**config.mk**
```make
export PLATFORM = sky130hd
export DESIGN_NAME = unconnected_port_responder
export DESIGN_NICKNAME = d
export VERILOG_FILES = /design/src/rtl/unconnected_port_responder.sv
export SDC_FILE = /design/constraint.sdc
export NUM_CORES = 1
export LEC_CHECK = 0
export CAP_MARGIN = 20
export CELL_PAD_IN_SITES_DETAIL_PLACEMENT = 1
export CELL_PAD_IN_SITES_GLOBAL_PLACEMENT = 1
export CORE_MARGIN = 1.5
export CORE_UTILIZATION = 29
export CTS_BUF_LIST = sky130_fd_sc_hd__clkbuf_4 sky130_fd_sc_hd__clkbuf_8
export DETAILED_ROUTE_END_ITERATION = 6
export PLACE_DENSITY = 0.8
export SYNTH_ARGS = -nofsm -noshare
export SYNTH_HDL_FRONTEND = slang
export SYNTH_SLANG_ARGS = --single-unit
```
**constraint.sdc**
```tcl
create_clock -name i_clk -period 2 [get_ports i_clk]
set_input_delay 0.5 -clock i_clk [delete_from_list [all_inputs] [get_ports i_clk]]
set_output_delay 0.5 -clock i_clk [all_outputs]
set_load 0.05 [all_outputs]
```
**src/rtl/unconnected_port_responder.sv**
```systemverilog
// Stand-in slave for an open request/response port: accepts every request and answers
// each one after a fixed delay with default read data and a configurable error flag.
module unconnected_port_responder #(
  parameter int unsigned                DATA_WIDTH      = 32,
  parameter int unsigned                ADDR_WIDTH      = 16,
  parameter int unsigned                LATENCY         = 1,
  parameter logic [DATA_WIDTH-1:0]      DEFAULT_DATA    = '0,
  parameter bit                         ERROR_ON_ACCESS = 1'b1
) (
  input  logic                  i_clk,
  input  logic                  i_rst,
  input  logic                  i_req_valid,
  output logic                  o_req_ready,
  input  logic                  i_req_write,
  input  logic [ADDR_WIDTH-1:0] i_req_addr,
  input  logic [DATA_WIDTH-1:0] i_req_wdata,
  output logic                  o_rsp_valid,
  input  logic                  i_rsp_ready,
  output logic [DATA_WIDTH-1:0] o_rsp_data,
  output logic                  o_rsp_error,
  output logic [31:0]           o_req_count,
  output logic                  o_busy
);

  typedef enum logic [1:0] {StIdle, StDelay, StResp} state_e;

  localparam logic [7:0] LatLoad = 8'(LATENCY);

  state_e      state_q, state_d;
  logic [7:0]  cnt_q, cnt_d;
  logic        write_q, write_d;
  logic [31:0] count_q, count_d;

  // Address and write data are accepted but intentionally never used.
  logic unused_req;
  assign unused_req = ^{i_req_addr, i_req_wdata};

  always_ff @(posedge i_clk) begin
    if (i_rst) begin
      state_q <= StIdle;
      cnt_q   <= '0;
      write_q <= 1'b0;
      count_q <= '0;
    end else begin
      state_q <= state_d;
      cnt_q   <= cnt_d;
      write_q <= write_d;
      count_q <= count_d;
    end
  end

  always_comb begin
    state_d = state_q;
    cnt_d   = cnt_q;
    write_d = write_q;
    count_d = count_q;
    unique case (state_q)
      StIdle: begin
        if (i_req_valid) begin
          write_d = i_req_write;
          cnt_d   = LatLoad;
          state_d = (LatLoad == 8'd0) ? StResp : StDelay;
          if (count_q != 32'hFFFF_FFFF) count_d = count_q + 32'd1;
        end
      end
      StDelay: begin
        cnt_d = cnt_q - 8'd1;
        if (cnt_q <= 8'd1) state_d = StResp;
      end
      StResp: begin
        if (i_rsp_ready) state_d = StIdle;
      end
      default: state_d = StIdle;
    endcase
  end

  // All outputs decode registered state only; nothing passes through from inputs.
  always_comb begin
    o_req_ready = (state_q == StIdle);
    o_rsp_valid = (state_q == StResp);
    o_busy      = (state_q != StIdle);
    o_rsp_error = o_rsp_valid & ERROR_ON_ACCESS;
    o_rsp_data  = '0;
    if (o_rsp_valid && !write_q) o_rsp_data = DEFAULT_DATA;
    o_req_count = count_q;
  end

endmodule

```
# --- Word-level counts from Yosys, hierarchy flattened ---
# Index checks and enable logic that the tools add are counted.
op_classes:
  muxes: 6
  n_lt_le_gt_ge: 1
  div_mod_pow: 0
  multipliers: 0
  eq_ne: 6
  bitwise_logic: 0
  reduce_logical: 6
  n_shift: 0
  n_addsub: 2
op_table:
  columns: ["op", "count"]
  rows:
  - ["$add A32 B1 Y32 const B", 1]
  - ["$ne A32 B32 Y1 const B", 1]
  - ["$pmux W8 S2", 1]
  - ["$le A8 B1 Y1 const B", 1]
  - ["$mux W8", 1]
  - ["$sub A8 B1 Y8 const B", 1]
  - ["$mux W2", 3]
  - ["$ne A2 B2 Y1 const B", 3]
  - ["$pmux W2 S3", 1]
  - ["$reduce_and A3 Y1", 2]
  - ["$reduce_bool A2 Y1", 2]
  - ["$eq A2 B1 Y1 const B", 1]
  - ["$eq A2 B2 Y1 const B", 1]
  - ["$logic_not A2 Y1", 1]
  - ["$reduce_and A2 Y1", 1]
totals:
  register_bits: 42
  ramBits: 0
  latch_bits: 0
  output_inout_bits: 68
  memories: 0
  wordCells: 24
  in_bits: 53
  rom_bits: 0

# --- Depth between registers and ports, before layout ---
# Gate-level depths: netlist of the first run.
logic_depth:
  ltp_word: 3
  ltp_mapped: 7
  depth_no_buf: 7

# --- Worst setup path after synthesis of the first run ---
# Ideal clock, no wire load.
synth_timing:
  path_kind: "register to register"
  from: "register count_q[0] (netlist: o_req_count[0])"
  to: "register count_q[7] (netlist: o_req_count[7])"
  arrival_time_ns: 2.162
  slack_ns: -0.232
  path_stages_with_launch: 8
  path_buffers: 1
  required_time_ns: 1.930
  cell_sequence: "dfxtp_1 ha_1 and3_1 nand4_2 o31ai_4 buf_2 o21ai_0 a21oi_1"
synth_between:
  elab_chain_cells: 2
synth_lines:
  columns: ["item", "line_no", "text"]
  rows:
  - ["from (decl)", "32", "logic [31:0] count_q, count_d;"]
  - ["from (signal assigned)", "48", "count_q <= count_d;"]
  - ["parallel branches: the longest is 2 deep, another holds $add A32 B1 Y32", null, null]
# Parallel ways; which one is timed is not known.
# A chain may end at the register's enable or synchronous reset.

# --- Final worst setup path of the first run ---
layout_timing:
  from: "register count_q[1] (netlist: o_req_count[1])"
  to: "register count_q[8] (netlist: o_req_count[8])"
# The elaborated chain is that of the path after synthesis.

==> reports/results.ini, run 1 <==
[critical_path]
critPathArrivalTime_ns = 2.12
start_kind = flop
cp_max_fo = 6
crit_required_ns = 2.22
cp_slowest_cell = o31ai_4
cp_cell_sequence = ha_4, and3_4, nand4_4, o31ai_4, buf_4, buf_4, o21ai_0, a21oi_1
worst-setup-path-type = reg -> reg
cpMostUsedCell = buf_4
cp-end-kind = flop
slowest_delay_ns = 0.43

[clock_tree]
cts_buffer_depth = 2
cts_tree = yes
cts_buffers = 5
clkSinkCount = 42
clock-root-buffer = clkbuf_8
holdBufCountCts = 0
clkTransAtPathRegs_ns = 0.09
clk_latency_ns = 0.30
cts.htree.levels = 2

[sta]
period_needed_ns = 1.895
skew_ns = 0.004989
period_share_pct = 94.74
fmax_mhz = 527.8
finalHoldViolCount = 0
slew_violations = 0
tns_ns = 0
hold_slack_ns = 0.5056
setup_viol = 0

[run]
maxCapViolations = 0

[yosys]
synth-async-reset-ratio_pct = 0
ys_types = 42
syn-cell-area_um2 = 2364
synth_cells = 288
synth_edf_count = 0
synth_seq_area_share_pct = 35.57
ys.flop_type = dfxtp_1
avgSynthCellArea_um2 = 8.207
yosys_warnings = 0
synth_seq_cells = 42

[route]
drt_iter0_drc = 57
avgRoutedWirePerCell_um = 14.04
vias_per_cell = 4.913
drt_wl_total_um = 6585
vias = 2304
route.antenna.remaining_nets = 0
remaining_drc_errors = 0
drt-pass1-iter-count = 4

[worst_hold_path]
hp-class = reg -> reg

[floorplan]
dieWidth_um = 93.28
start_util_pct = 30.27
ioPinCount = 121
fp.dieH_um = 93.28
die_area_um2 = 8700
rows = 32
core_um2 = 7807

[pwr]
peakVddDrop_v = 0.0002540
cellPowerDensity_nw_per_um2 = 662.8
leakagePower_nw = 1.289
total_power_w = 0.002151

[global_routing]
grt_first_pass_wirelength_um = 10880
grtUsageTotal_pct = 15.45
grt_start_max_net_pins = 43
grt_pass1_vias = 2357
antenna_found_initial = 0
grt-ovfl-total = 0

[cells_and_area]
areaGrowthSynthToFinish_pct = 37.32
layout.cells.non_filler = 469
antennaDiodeCount = 0
nets = 422
fillers = 961
drive_gt1_share_pct = 32.43

[placement]
gp_congestion = 0.7871
place_inst = 456
hpwl_um = 4811
port_buffers = 39

[run_status]
status = finished, final reports clean

[where the power goes]
group | switching (W) | internal, W
clock network | 0.000313 | 0.000368
registers | 0.0000422 | 0.000869
logic | 0.000362 | 0.000197
[worst paths after layout]
| path | to | startpoint | depth (start not counted) | slack, ns |
|---|---|---|---|---|
| hold / removal | o_req_count[6]$_SDFFE_PP0P_ | o_req_count[6]$_SDFFE_PP0P_ | 2 | 0.51 |
| setup reg to reg | o_req_count[8]$_SDFFE_PP0P_ | o_req_count[1]$_SDFFE_PP0P_ | 8 | 0.11 |
| hold reg to reg | o_req_count[6]$_SDFFE_PP0P_ | o_req_count[6]$_SDFFE_PP0P_ | 2 | 0.51 |
| setup / recovery | o_req_count[8]$_SDFFE_PP0P_ | o_req_count[1]$_SDFFE_PP0P_ | 8 | 0.11 |
[cells in the final DEF, fill, tap and decap left out, types with 2 or more instances in the layout]
cell type / instances
buf_12: 6
and4_1: 7
clkinv_2: 2
xnor2_1: 7
and3_4: 2
conb_1: 32
a21oi_2: 2
nand3_1: 9
or3_1: 19
clkbuf_8: 5
o21a_1: 2
nor3_1: 4
a21oi_1: 25
o31ai_1: 4
nor4_1: 5
dfxtp_4: 2
o311ai_0: 2
and3_1: 3
o21ai_1: 2
a21o_1: 2
nand4_1: 10
and2_1: 5
inv_1: 8
mux2_2: 2
nor2_1: 19
nor2_2: 2
clkdlybuf4s50_1: 2
or4_1: 5
dfxtp_2: 11
a211oi_1: 2
buf_4: 72
ha_1: 2
o21ai_0: 17
nand2_1: 20
dfxtp_1: 29
[registers in the layout, summed over array words and instances (netlist names)]
signal,flops
cnt_q,8
o_req_count,32
state_q,2
[logic make-up (layout without fill, tap and decap cells)]
kind of cell / count (synthesis) / after routing / synth area share [%]
flops: 42 / 42 / 35.57
simple gates: 116 / 116 / 27.90
other cells: 1 / 32 / 0.1587
buf+inv: 50 / 98 / 13.34
xor+xnor: 8 / 8 / 2.965
compound gates: 66 / 66 / 17.52
mux: 2 / 2 / 0.9528
fa+ha+maj: 3 / 3 / 1.588
[area by class of cell]
class | count | area [µm²] | share of cell area, %
clock buffers | 5 | 68.82 | 2.120
clock inverters | 3 | 40.04 | 1.234
inverters | 8 | 30.03 | 0.9252
multi-input cells | 227 | 1413 | 43.52
flip-flops and latches | 42 | 862.1 | 26.56
well taps | 102 | 127.6 | 3.932
repair buffers | 82 | 704.4 | 21.70
[worst max-delay path: cells and delay by family (launching register included)]
family | cells | cell delay (ns)
AOI/OAI and AO/OA | 3 | 0.70
adders and majority gates | 1 | 0.13
buffers and inverters | 2 | 0.29
DFF | 1 | 0.37
and+or+nand+nor | 2 | 0.33
[per-stage QoR]
| stage | instance area (µm²) | util [%] | worst slack, ns |
|---|---|---|---|
| final | 3246 | 41.57 | 0.1052 |
| after detailed placement | 3009 | 38.54 | -0.3191 |
| after global placement | 3009 | 38.54 | -0.2831 |
| after CTS | 3149 | 40.34 | 0.002728 |
| after floorplan | 2506 | - | 0.01145 |
| after global routing | 3246 | 41.57 | -0.005293 |
[synthesized netlist by cell type, types with 5 or more instances]
library cell | instances | area, µm²
nand2_1 | 20 | 75.07
and3_1 | 5 | 31.28
dfxtp_1 | 42 | 840.8
a21oi_1 | 27 | 135.1
nand3_1 | 9 | 45.04
and4_1 | 7 | 61.31
and2_1 | 5 | 31.28
nand4_1 | 10 | 62.56
clkbuf_1 | 5 | 18.77
or3_1 | 20 | 125.1
nor2_1 | 21 | 78.83
or4_1 | 5 | 37.54
inv_1 | 8 | 30.03
buf_4 | 33 | 247.7
o21ai_0 | 17 | 85.08
xnor2_1 | 7 | 61.31
nor4_1 | 5 | 31.28
[per-layer routing]
metal  vias up  GRT usage [%]  wire length (µm)
li1       1137              -                 -
met1      1118          17.95              2755
met2        42          28.56              3530
met3         7          2.846               242
met4         0          4.293                57
met5         -              0                 0
[repair_timing]
action	in CTS	in global routing
endpoints found under the hold margin	0	0
gates cloned	0	0
pin swaps	2	8
buffers inserted	1	4
setup endpoints to repair	11	23
gates resized for setup	4	12
No activity file was read; power rests on OpenSTA's default activity.
==> inputs of run 2 (changes only) <==
Settings changed: CORE_UTILIZATION 29 to 28, CTS_BUF_LIST sky130_fd_sc_hd__clkbuf_4 sky130_fd_sc_hd__clkbuf_8 to not set, CTS_CLUSTER_DIAMETER set to 100, PLACE_DENSITY 0.8 to 0.78.
==> run 2 against run 1 <==
Compared with the run above:
- power is 4.7% lower
- cell area is 0.50% lower
- worst setup slack worse by 0.082 ns
- sequential power is 1% lower
- sequential share of layout area is 0.37 points higher
- clock power is 14% lower
- global-route usage is 0.71 points lower
- hold slack better by 0.011 ns
- via count is 0.56% higher
- critical path depth is 1 lower
- non-clock buffer count is 3 higher
- critical path type unchanged
- critical endpoint is now o_req_count[27]$_SDFFE_PP0P_
==> reports/results.ini, run 2 (synthesis results as in run 1) <==
[global_routing]
grtUsageTotal_pct = 14.74
grt_pass1_vias = 2203
antenna_found_initial = 0
grt_first_pass_wirelength_um = 10320
grt_start_max_net_pins = 43
grt-ovfl-total = 0

[floorplan]
rows = 33
ioPinCount = 121
core_um2 = 8175
die_area_um2 = 9001
dieWidth_um = 94.88
fp.dieH_um = 94.88
start_util_pct = 28.91

[route]
drt_wl_total_um = 6765
drt-pass1-iter-count = 4
vias = 2317
remaining_drc_errors = 0
drt_iter0_drc = 67
avgRoutedWirePerCell_um = 14.24
route.antenna.remaining_nets = 0
vias_per_cell = 4.878

[clock_tree]
cts_buffers = 5
cts_buffer_depth = 2
clkSinkCount = 42
holdBufCountCts = 0
cts.htree.levels = 2
cts_tree = yes
clock-root-buffer = clkbuf_8
clk_latency_ns = 0.31
clkTransAtPathRegs_ns = 0.08

[critical_path]
worst-setup-path-type = reg -> reg
cp_max_fo = 8
critPathCapture = o_req_count[27]$_SDFFE_PP0P_
r2r-start = o_req_count[0]$_SDFFE_PP0P_
crit_start = o_req_count[0]$_SDFFE_PP0P_
r2r_slack_ns = 0.02
reg2reg_depth = 7
crit_required_ns = 2.25
critPathArrivalTime_ns = 2.22
r2r-end = o_req_count[27]$_SDFFE_PP0P_
cp-end-kind = flop
start_kind = flop

[cells_and_area]
largest_reg_flops = 32
final_core_utilization_pct = 39.50
final_common_cell = buf_4
antennaDiodeCount = 0
layout.cells.non_filler = 475
drive_gt1_share_pct = 32.16
fillers = 1020
nets = 425
final_cell_mix = buf_4 (76), conb_1 (32), dfxtp_1 (29)
areaGrowthSynthToFinish_pct = 36.63

[sta]
rsz0062_at_grt = true
period_needed_ns = 1.977
tns_ns = 0
setup_viol = 0
fmax_mhz = 505.9
period_share_pct = 98.84
skew_ns = 0.004928
slew_violations = 0
hold_slack_ns = 0.5167
finalHoldViolCount = 0

[pwr]
total_power_w = 0.002050
peakVddDrop_v = 0.0002864
cellPowerDensity_nw_per_um2 = 634.9
leakagePower_nw = 1.296

[placement]
place_inst = 462
hpwl_um = 4788
gp_congestion = 0.8204
port_buffers = 39

[run_status]
status = finished, final reports clean

[run]
maxCapViolations = 0

[worst_hold_path]
hp-class = reg -> reg

==> run 2: cell count changes in the layout (fill, tap and decap cells not counted), sizes merged <==
cell,change
clkinv,-1
bufinv,-1
clkbuf,+2
buf,+3
==> run 2: worst min path at each step <==
stage / start / end / slack, ns / cells past startpoint
CTS: o_req_count[6]$_SDFFE_PP0P_ / o_req_count[6]$_SDFFE_PP0P_ / 0.50 / 2
floorplan: cnt_q[6]$_SDFFE_PP0P_ / cnt_q[6]$_SDFFE_PP0P_ / 0.47 / 2
detailed placement: o_req_count[6]$_SDFFE_PP0P_ / o_req_count[6]$_SDFFE_PP0P_ / 0.49 / 2
finish: o_req_count[23]$_SDFFE_PP0P_ / o_req_count[23]$_SDFFE_PP0P_ / 0.52 / 2
global route: o_req_count[6]$_SDFFE_PP0P_ / o_req_count[6]$_SDFFE_PP0P_ / 0.54 / 2
global placement: o_req_count[10]$_SDFFE_PP0P_ / o_req_count[10]$_SDFFE_PP0P_ / 0.48 / 2
==> run 2: power breakdown <==
part / internal [W] / switching, W
clock: 0.000279 / 0.000310
sequential: 0.000865 / 0.0000338
combinational: 0.000196 / 0.000367
==> run 2: per-stage QoR <==
| stage | area (µm²) | setup WS [ns] |
|---|---|---|
| after floorplan | 2506 | 0.01145 |
| after global placement | 3023 | -0.2398 |
| after detailed placement | 3023 | -0.2937 |
| after CTS | 3122 | -0.009104 |
| after global routing | 3229 | -0.09730 |
| final | 3229 | 0.02326 |
==> run 2: area by class of cell <==
type                       count  area (µm²)  share of cell area, %
timing repair buffer          85       723.2                  22.39
clock buffer                   7       86.33                  2.673
multi-input combinational    227        1384                  42.85
sequential                    42       869.6                  26.93
tap                          105       131.4                  4.068
inverter                       8       30.03                 0.9299
clock inverter                 1       5.005                 0.1550
==> run 2: what timing repair did <==
item	in CTS	in global routing
pin swaps	0	10
setup buffers	0	5
setup endpoints to repair	3	22
gates resized for setup	1	14
==> run 2: worst max-delay path, stage by stage (launching register included) <==
cell and delay, ns:
dfxtp_4 0.35, ha_1 0.22, and3_1 0.24, nand4_2 0.16, buf_4 0.21, o2111ai_4 0.20
or3_4 0.42, a21oi_2 0.11
==> run 2: layer usage <==
metal	part of all wire, %	vias to the layer above	global-route usage (%)
met5	0	-	0
met4	2.0	0	5.597
met3	3.2	11	2.657
met2	52	44	26.07
met1	43	1121	17.55
li1	-	1141	-
